$ cat src/rtl/nibble_add_seq_if.sv
`default_nettype none
// nibble_add_seq_if: start/operand request and result/flag response bundle.
// Revision: 1.0
interface nibble_add_seq_if #(
  parameter int W = 16
);
  logic         start;
  logic         op_sub;
  logic [W-1:0] a;
  logic [W-1:0] b;
  logic         busy;
  logic         done;
  logic [W-1:0] result;
  logic         cout;
  logic         overflow;
  logic         zero;

  modport master (
    output start, op_sub, a, b,
    input  busy, done, result, cout, overflow, zero
  );

  modport slave (
    input  start, op_sub, a, b,
    output busy, done, result, cout, overflow, zero
  );
endinterface
`default_nettype wire

$ cat src/rtl/nibble_add_seq.sv
`default_nettype none
// nibble_add_seq: W-bit add/subtract built from one 4-bit ripple adder, one nibble per clock.
// Revision: 1.0

module serial_adder_4bit (
  input  wire logic [3:0] a_i,
  input  wire logic [3:0] b_i,
  input  wire logic       cin_i,
  output logic      [3:0] sum_o,
  output logic            cout_o
);
  logic [4:0] w_c;

  assign w_c[0] = cin_i;

  for (genvar i = 0; i < 4; i++) begin : g_fa
    assign sum_o[i]   = a_i[i] ^ b_i[i] ^ w_c[i];
    assign w_c[i + 1] = (a_i[i] & b_i[i]) | (w_c[i] & (a_i[i] ^ b_i[i]));
  end

  assign cout_o = w_c[4];
endmodule

module nibble_add_seq #(
  parameter int NIBBLES = 4
) (
  input  wire logic       clk,
  input  wire logic       rst,
  nibble_add_seq_if.slave bus
);
  localparam int c_w  = 4 * NIBBLES;
  localparam int c_iw = (NIBBLES > 1) ? $clog2(NIBBLES) : 1;
  localparam logic [c_iw-1:0] c_last = c_iw'(NIBBLES - 1);

  localparam logic [1:0] c_st_idle = 2'd0;
  localparam logic [1:0] c_st_run  = 2'd1;
  localparam logic [1:0] c_st_done = 2'd2;

  logic [1:0]      state_q,  state_d;
  logic [c_w-1:0]  a_q,      a_d;
  logic [c_w-1:0]  bpr_q,    bpr_d;
  logic            carry_q,  carry_d;
  logic [c_iw-1:0] idx_q,    idx_d;
  logic [c_w-1:0]  result_q, result_d;
  logic            cout_q,   cout_d;
  logic            ovf_q,    ovf_d;
  logic            zero_q,   zero_d;

  logic [3:0] w_a_nib;
  logic [3:0] w_b_nib;
  logic [3:0] w_sum;
  logic       w_cout;

  assign w_a_nib = a_q[{idx_q, 2'b00} +: 4];
  assign w_b_nib = bpr_q[{idx_q, 2'b00} +: 4];

  serial_adder_4bit u_adder (
    .a_i    (w_a_nib),
    .b_i    (w_b_nib),
    .cin_i  (carry_q),
    .sum_o  (w_sum),
    .cout_o (w_cout)
  );

  always_ff @(posedge clk) begin
    if (rst) begin
      state_q  <= c_st_idle;
      a_q      <= '0;
      bpr_q    <= '0;
      carry_q  <= 1'b0;
      idx_q    <= '0;
      result_q <= '0;
      cout_q   <= 1'b0;
      ovf_q    <= 1'b0;
      zero_q   <= 1'b0;
    end else begin
      state_q  <= state_d;
      a_q      <= a_d;
      bpr_q    <= bpr_d;
      carry_q  <= carry_d;
      idx_q    <= idx_d;
      result_q <= result_d;
      cout_q   <= cout_d;
      ovf_q    <= ovf_d;
      zero_q   <= zero_d;
    end
  end

  always_comb begin
    state_d  = state_q;
    a_d      = a_q;
    bpr_d    = bpr_q;
    carry_d  = carry_q;
    idx_d    = idx_q;
    result_d = result_q;
    cout_d   = cout_q;
    ovf_d    = ovf_q;
    zero_d   = zero_q;
    case (state_q)
      c_st_idle, c_st_done: begin
        state_d = c_st_idle;
        // Subtraction is a + ~b + 1: invert b once here and seed the carry.
        if (bus.start) begin
          state_d  = c_st_run;
          a_d      = bus.a;
          bpr_d    = bus.op_sub ? ~bus.b : bus.b;
          carry_d  = bus.op_sub;
          idx_d    = '0;
          result_d = '0;
          cout_d   = 1'b0;
          ovf_d    = 1'b0;
          zero_d   = 1'b0;
        end
      end
      c_st_run: begin
        result_d[{idx_q, 2'b00} +: 4] = w_sum;
        carry_d = w_cout;
        idx_d   = idx_q + c_iw'(1);
        if (idx_q == c_last) begin
          state_d = c_st_done;
          idx_d   = '0;
          cout_d  = w_cout;
          ovf_d   = (a_q[c_w-1] == bpr_q[c_w-1]) && (w_sum[3] != a_q[c_w-1]);
          zero_d  = (result_d == '0);
        end
      end
      default: state_d = c_st_idle;
    endcase
  end

  always_comb begin
    bus.busy = 1'b0;
    bus.done = 1'b0;
    case (state_q)
      c_st_run:  bus.busy = 1'b1;
      c_st_done: bus.done = 1'b1;
      default: ;
    endcase
  end

  assign bus.result   = result_q;
  assign bus.cout     = cout_q;
  assign bus.overflow = ovf_q;
  assign bus.zero     = zero_q;
endmodule
`default_nettype wire

$ cat src/flat_wrapper.sv
// flat-port wrapper written by rule: the top's interface ports become plain ports
module nibble_add_seq_flat 
#(
  parameter int NIBBLES = 4
)
  (clk, rst, bus_start, bus_op_sub, bus_a, bus_b, bus_busy, bus_done, bus_result, bus_cout, bus_overflow, bus_zero);
  nibble_add_seq_if #(.W(16)) bus_i ();
  input  wire logic clk;
  input  wire logic rst;
  input wire logic [$bits(bus_i.start)-1:0] bus_start;
  input wire logic [$bits(bus_i.op_sub)-1:0] bus_op_sub;
  input wire logic [$bits(bus_i.a)-1:0] bus_a;
  input wire logic [$bits(bus_i.b)-1:0] bus_b;
  output wire logic [$bits(bus_i.busy)-1:0] bus_busy;
  output wire logic [$bits(bus_i.done)-1:0] bus_done;
  output wire logic [$bits(bus_i.result)-1:0] bus_result;
  output wire logic [$bits(bus_i.cout)-1:0] bus_cout;
  output wire logic [$bits(bus_i.overflow)-1:0] bus_overflow;
  output wire logic [$bits(bus_i.zero)-1:0] bus_zero;
  assign bus_i.start = bus_start;
  assign bus_i.op_sub = bus_op_sub;
  assign bus_i.a = bus_a;
  assign bus_i.b = bus_b;
  assign bus_busy = bus_i.busy;
  assign bus_done = bus_i.done;
  assign bus_result = bus_i.result;
  assign bus_cout = bus_i.cout;
  assign bus_overflow = bus_i.overflow;
  assign bus_zero = bus_i.zero;
  nibble_add_seq #(.NIBBLES(NIBBLES)) u_core (.clk(clk), .rst(rst), .bus(bus_i));
endmodule
$ cat config.mk
export PLATFORM = sky130hd
export DESIGN_NAME = nibble_add_seq_flat
export DESIGN_NICKNAME = d
export VERILOG_FILES = /design/src/rtl/nibble_add_seq_if.sv /design/src/rtl/nibble_add_seq.sv /design/src/flat_wrapper.sv
export SDC_FILE = /design/constraint.sdc
export NUM_CORES = 1
export LEC_CHECK = 0
export ABC_AREA = 1
export ABC_CLOCK_PERIOD_IN_PS = 3300
export CAP_MARGIN = 20
export CORE_ASPECT_RATIO = 0.6
export CORE_MARGIN = 2
export CORE_UTILIZATION = 30
export DETAILED_ROUTE_END_ITERATION = 7
export HOLD_SLACK_MARGIN = 0.02
export PLACE_DENSITY_LB_ADDON = 0.3
export SYNTH_ARGS = -nofsm -noshare
export SYNTH_HDL_FRONTEND = slang
export SYNTH_SLANG_ARGS = --single-unit
$ cat constraint.sdc
create_clock -name clk -period 3.3 [get_ports clk]
set_input_delay 0.33 -clock clk [delete_from_list [all_inputs] [get_ports clk]]
set_output_delay 0.33 -clock clk [all_outputs]
set_load 0.02 [all_outputs]
### Word-level counts from Yosys, hierarchy flattened

Index checks and enable logic that the tools add are counted.

| word-level totals | value |
|---|---|
| bits in read-only memories | 0 |
| memories kept | 0 |
| flip-flop bits (word level) | 56 |
| RAM bits | 0 |
| bits of input ports | 36 |
| bits in latches | 0 |

| cells by class | value |
|---|---|
| multiplexer cells | 21 |
| reductions and logical operators | 8 |
| divide/modulo/power cells | 0 |
| eq/ne operators | 7 |
| multiply operators | 0 |
| bitwise logic cells | 21 |
| shifts and indexed selects | 4 |
| magnitude comparators | 0 |
| add/subtract/negate cells | 2 |

Operators by type and width:

| cell | count |
|---|---|
| $mux W16 | 2 |
| $pmux W16 S2 | 1 |
| $shiftx A16 B5 Y4 | 2 |
| $bwmux W16 | 1 |
| $logic_not A16 Y1 | 1 |
| $not A16 Y16 | 1 |
| $shift A4 B6 Y16 const A | 1 |
| $shiftx A4 B6 Y16 | 1 |
| $and A1 B1 Y1 | 8 |
| $mux W1 | 8 |
| $pmux W1 S2 | 4 |
| $pmux W2 S2 | 2 |
| $xor A1 B1 Y1 | 8 |
| $mux W2 | 3 |
| $neg A4 Y6 | 1 |
| $eq A2 B2 Y1 const B | 2 |
| $or A1 B1 Y1 | 4 |
| $reduce_and A2 Y1 | 2 |
| $reduce_and A3 Y1 | 1 |
| $add A2 B1 Y2 const B | 1 |
| $eq A2 B1 Y1 const B | 1 |
| $logic_not A2 Y1 | 1 |
| $ne A2 B1 Y1 const B | 1 |
| $ne A2 B2 Y1 const B | 1 |
| 5 further kinds | 5 |

### Depth between registers and ports, before layout

| depth | value |
|---|---|
| depth in word-level cells | 14 |
| depth in mapped cells | 20 |

### Cells and area by module

A second synthesis with hierarchy kept.

| unflattened totals | value |
|---|---|
| cell total of the unflattened synthesis | 409 |
| area, all modules | 2862.7 µm² |

By module, submodules not included:

| module | times used | cells each | area each (µm²) |
|---|---|---|---|
| nibble_add_seq | 1 | 395 | 2745.1 |
| serial_adder_4bit | 1 | 14 | 117.6 |

### Worst setup path before layout

OpenSTA, ideal clock, no wires.

| timing path | value |
|---|---|
| path type | register -> register |
| start | register u_core.idx_q[0] |
| end | register u_core.zero_q (netlist: u_core.bus.zero) |
| data arrival time | 3.200 ns |
| data required time | 3.233 ns |
| clock period less this slack | 3.268 ns |
| library setup time | 0.067 ns |
| cell stages (with the launch flop) | 21 |
| slack | 0.032 ns |
| buffers on the path | 3 |
| path through | dfxtp_1 -> buf_6 -> inv_4 -> buf_6 -> buf_2 -> nand2_1 -> a32o_1 -> fa_1 -> inv_1 -> fa_1 -> inv_1 -> fa_1 -> fa_1 -> nor2_1 -> nand3_1 -> nand2_1 -> nor2_1 -> nand2_1 -> nor2_1 -> nand3_1 -> a21oi_2 |

| on the way | value |
|---|---|
| longest elaborated chain between the ends | 14 |
| elaborated cells on any way between the ends | 29 |
| those cells by class | 1 x add/sub; 2 x eq/ne; 4 x shift; 3 x mux; 17 x bitwise; 2 x reduce/logical |

RTL lines:

| what | line | source |
|---|---|---|
| start: declaration | nibble_add_seq.sv:43 | `logic [c_iw-1:0] idx_q, idx_d;` |
| start signal: assignment | nibble_add_seq.sv:81 | `idx_q <= idx_d;` |
| $shiftx A16 B5 Y4, on equally long branches | nibble_add_seq.sv:54, nibble_add_seq.sv:55 |  |
| $xor A1 B1 Y1 | nibble_add_seq.sv:17, nibble_add_seq.sv:18 |  |
| $and A1 B1 Y1 | nibble_add_seq.sv:18 | `assign w_c[i + 1] = (a_i[i] & b_i[i]) \| (w_c[i] & (a_i[i] ^ b_i[i]));` |
| $or A1 B1 Y1 | nibble_add_seq.sv:18 |  |
| $and A1 B1 Y1 | nibble_add_seq.sv:18 |  |
| $or A1 B1 Y1 | nibble_add_seq.sv:18 |  |
| $and A1 B1 Y1 | nibble_add_seq.sv:18 |  |
| $or A1 B1 Y1 | nibble_add_seq.sv:18 |  |
| $xor A1 B1 Y1 | nibble_add_seq.sv:17 | `assign sum_o[i] = a_i[i] ^ b_i[i] ^ w_c[i];` |
| $shiftx A4 B6 Y16 | nibble_add_seq.sv:116 | `result_d[{idx_q, 2'b00} +: 4] = w_sum;` |
| $bwmux W16 | nibble_add_seq.sv:116 |  |
| $logic_not A16 Y1 | nibble_add_seq.sv:124 | `zero_d = (result_d == '0);` |
| $mux W1 | nibble_add_seq.sv:119 | `if (idx_q == c_last) begin` |
| $pmux W1 S2 | nibble_add_seq.sv:99 | `case (state_q)` |
| end signal: assignment | nibble_add_seq.sv:85 | `zero_q <= zero_d;` |
| end: declaration | nibble_add_seq.sv:47 | `logic zero_q, zero_d;` |

Parallel ways exist; a longest one is shown, timed or not. The select of a mux whose other input is x is not followed.
A chain may end at the register's enable or synchronous reset.

### Worst setup path after layout

Ends and elaborated chain as after synthesis.

==> out/results.txt <==
Synth top area share -> 39.1%
Clock Root Buffer -> clkbuf_16
Max H-tree Level -> 2
Pwr dens -> 442 mW/mm2
Vias per cell -> 4.71
Outcome -> complete, no violations
Worst path arrival time -> 3.34 ns
Share of flip-flops with an asynchronous set or reset -> 0%
Synthesis-to-layout area growth -> 30.7%
Worst slew pin tran -> 0.921 ns
ANT nets after route -> 0
RR Endpoint -> u_core.bus.zero
Crit-path max cell delay -> 0.57 ns
R2R Setup Slk -> 0.20 ns
Syn. warnings -> 0
Worst path cell trace -> inv_4 > nand2_1 > a32o_2 > fa_2 > inv_1 > fa_2 > inv_1 > fa_2 > fa_1 > nor2_2 > a31oi_2 > nand2_1 > nor2_2 > nand3_2 > a21oi_2
Slack of the critical path -> 0.196 ns
Final slew viol count -> 0
CP most frequent cell -> fa_2
Num CTS Buffers -> 5
CTS tree -> built
Net Count, Synth -> 449
IO Count -> 57
Initial antenna violation count -> 0
Diodes inserted -> 0
Post-synth top flop -> dfxtp_1
Port Buffers -> 56
Final Cycle Share -> 94.1%
Vias in the first global route -> 2480
Leak -> 1.46 nW
Worst setup path class -> flip-flop to flip-flop
Initial DRC Count -> 221
Critical Path Slowest Stage Cell -> fa_1
Crit. End Element -> flip-flop
Core Util, Final -> 40.6%
Post-DP Area -> 0.00355 mm2
Largest net degree at the start of global routing -> 49
Fin Setup TNS -> 0 ns
Setup violators final -> 0
Cells after Synth -> 403
Number of max-cap violations -> 0
First-pass GRT wire length -> 12800 um
Die ar. -> 0.0104 mm2
Starting Density -> 31.1%
Finished Layout Cells -> 587
CP endpoint -> u_core.bus.zero
Final hold slack -> 0.482 ns
First-pass DRT Iterations -> 5
Critical path startpoint -> u_core.idx_q[0]
Grt ovf -> 0
Die Y -> 79.7 um
Clock sinks -> 56
Worst EP required -> 3.54 ns
Final nets -> 503
Fin crit period -> 3.10 ns
Synthesized area -> 0.00286 mm2
Gr usage total -> 16.1%
Placed Cells -> 578
Routed length per instance -> 13.7 um
Clk slew on worst S/H paths -> 0.07 ns
Final instance area -> 0.00374 mm2
Fin Clk Skew -> 0.00325 ns
GPL Wtd Cong -> 0.908
Clock tree buffer depth -> 2
Critical path fanouts, max -> 6
Clk_lat worst skew -> 0.30 ns
Register area share after synthesis -> 39.1%
Pre-CTS setup slack -> 0.0617 ns
Syn Area/Cell -> 7.11 um2
Post-CTS Hold Fix Bufs -> 0
Worst flop-to-flop path startpoint -> u_core.idx_q[0]
Core area -> 0.00922 mm2
Synth cell types -> 28
Max_slew headroom -> 38.4%
Worst VDD drop -> 0.216 mV
Top cells by area, synth -> dfxtp_1 39%, nand2_1 11%, o21ai_0 8.7%
Routed wire length -> 8060 um
DRC Markers -> 0
Synth Register Bits -> 56
FMAX -> 0.322 GHz
Die X-Extent -> 130 um
Design Power -> 1.66 mW
Hold Path Depth -> 2
Startpoint type of the worst setup path -> flip-flop
Leading area contributor after synthesis -> dfxtp_1
Share of cells above drive strength 1 -> 9.41%
Vias -> 2764
HPWL after detailed placement -> 6050 um
Core Rows -> 27
Worst reg2reg path depth -> 15
Worst Hold Class -> flip-flop to flip-flop
Post-synth EDFFs -> 0
Endpoints failing hold -> 0
==> where the power goes <==
| part | switching [mW] | total [mW] | internal, mW |
|---|---|---|---|
| clock | 0.236 | 0.513 | 0.277 |
| combinational | 0.227 | 0.393 | 0.166 |
| sequential | 0.0302 | 0.749 | 0.719 |
| total | 0.493 | 1.66 | 1.16 |
==> how the worst min path moves through the flow <==
stage                                     from               endpoint  slack [ns]
after global placement     u_core.bus.overflow    u_core.bus.overflow        0.47
after floorplan                            rst  u_core.bus.result[14]        0.40
final                     u_core.bus.result[7]   u_core.bus.result[7]        0.48
after CTS                 u_core.bus.result[7]   u_core.bus.result[7]        0.48
after detailed placement   u_core.bus.overflow    u_core.bus.overflow        0.47
after global routing      u_core.bus.result[8]   u_core.bus.result[8]        0.51
==> cells in the mapped netlist (3+ instances only) <==
cell type	count
buf_2	9
a21oi_1	45
dfxtp_1	56
inv_1	29
xnor2_1	16
nand2_1	84
nor2_2	3
fa_1	4
nand3_1	11
o21ai_0	50
nor2_1	60
clkbuf_1	8
buf_6	3
ha_1	6
==> area by class of cell <==
type                       count  area, um2
fill                         943       5480
inverter                      32        123
timing repair buffer          69        666
tap                          130        163
multi-input combinational    293       1530
clock buffer                   6        129
clock inverter                 1       5.00
sequential                    56       1120
==> cells by family after synthesis <==
logic type / count (synthesis) / share of synthesized area [%]
XOR/XNOR: 16 / 4.89
adder cells (fa/ha/maj): 10 / 5.42
flip-flops: 56 / 39.1
AND/OR/NAND/NOR: 162 / 22.4
buffers and inverters: 54 / 8.61
AO/OA/AOI/OAI: 105 / 19.5
==> state kept, by name, summed over array words and instances, names as in the netlist <==
signal               flops
u_core.a_q              16
u_core.bpr_q            16
u_core.bus.cout          1
u_core.bus.overflow      1
u_core.bus.result       16
u_core.bus.zero          1
u_core.carry_q           1
u_core.idx_q             2
u_core.state_q           2
==> layout by cell type (no fill, tap or decap), drive strengths merged <==
master / count
buf: 13
a21boi: 1
o21ai: 50
nand3b: 2
a31oi: 2
nand2: 85
or2: 1
dfxtp: 56
clkdlybuf4s50: 56
clkinv: 2
a21oi: 46
inv: 31
xnor2: 16
a2bb2oi: 2
fa: 4
ha: 6
nor2: 63
a32o: 2
o211ai: 1
clkbuf: 6
nand3: 11
o22ai: 1
==> worst max-delay path: cells and delay by family (launching register included) <==
family / cells / cell delay, ns
adders and majority gates: 4 / 1.46
AOI/OAI and AO/OA: 3 / 0.58
and+or+nand+nor: 5 / 0.41
DFF: 1 / 0.37
buffers and inverters: 3 / 0.22
==> what timing repair did <==
action	4_1_cts	5_1_grt
buffers inserted	0	2
endpoints found under the setup margin	0	5
gates resized for setup	0	18
==> routing by layer <==
metal | vias up | part of all wire (%) | global-route usage, %
li1 | 1403 | - | -
met1 | 1262 | 56 | 26.4
met2 | 91 | 36 | 19.9
met3 | 8 | 7.3 | 3.75
met4 | 0 | 0.99 | 3.87
met5 | - | 0 | 0
Power figures use the tool's default switching activity.
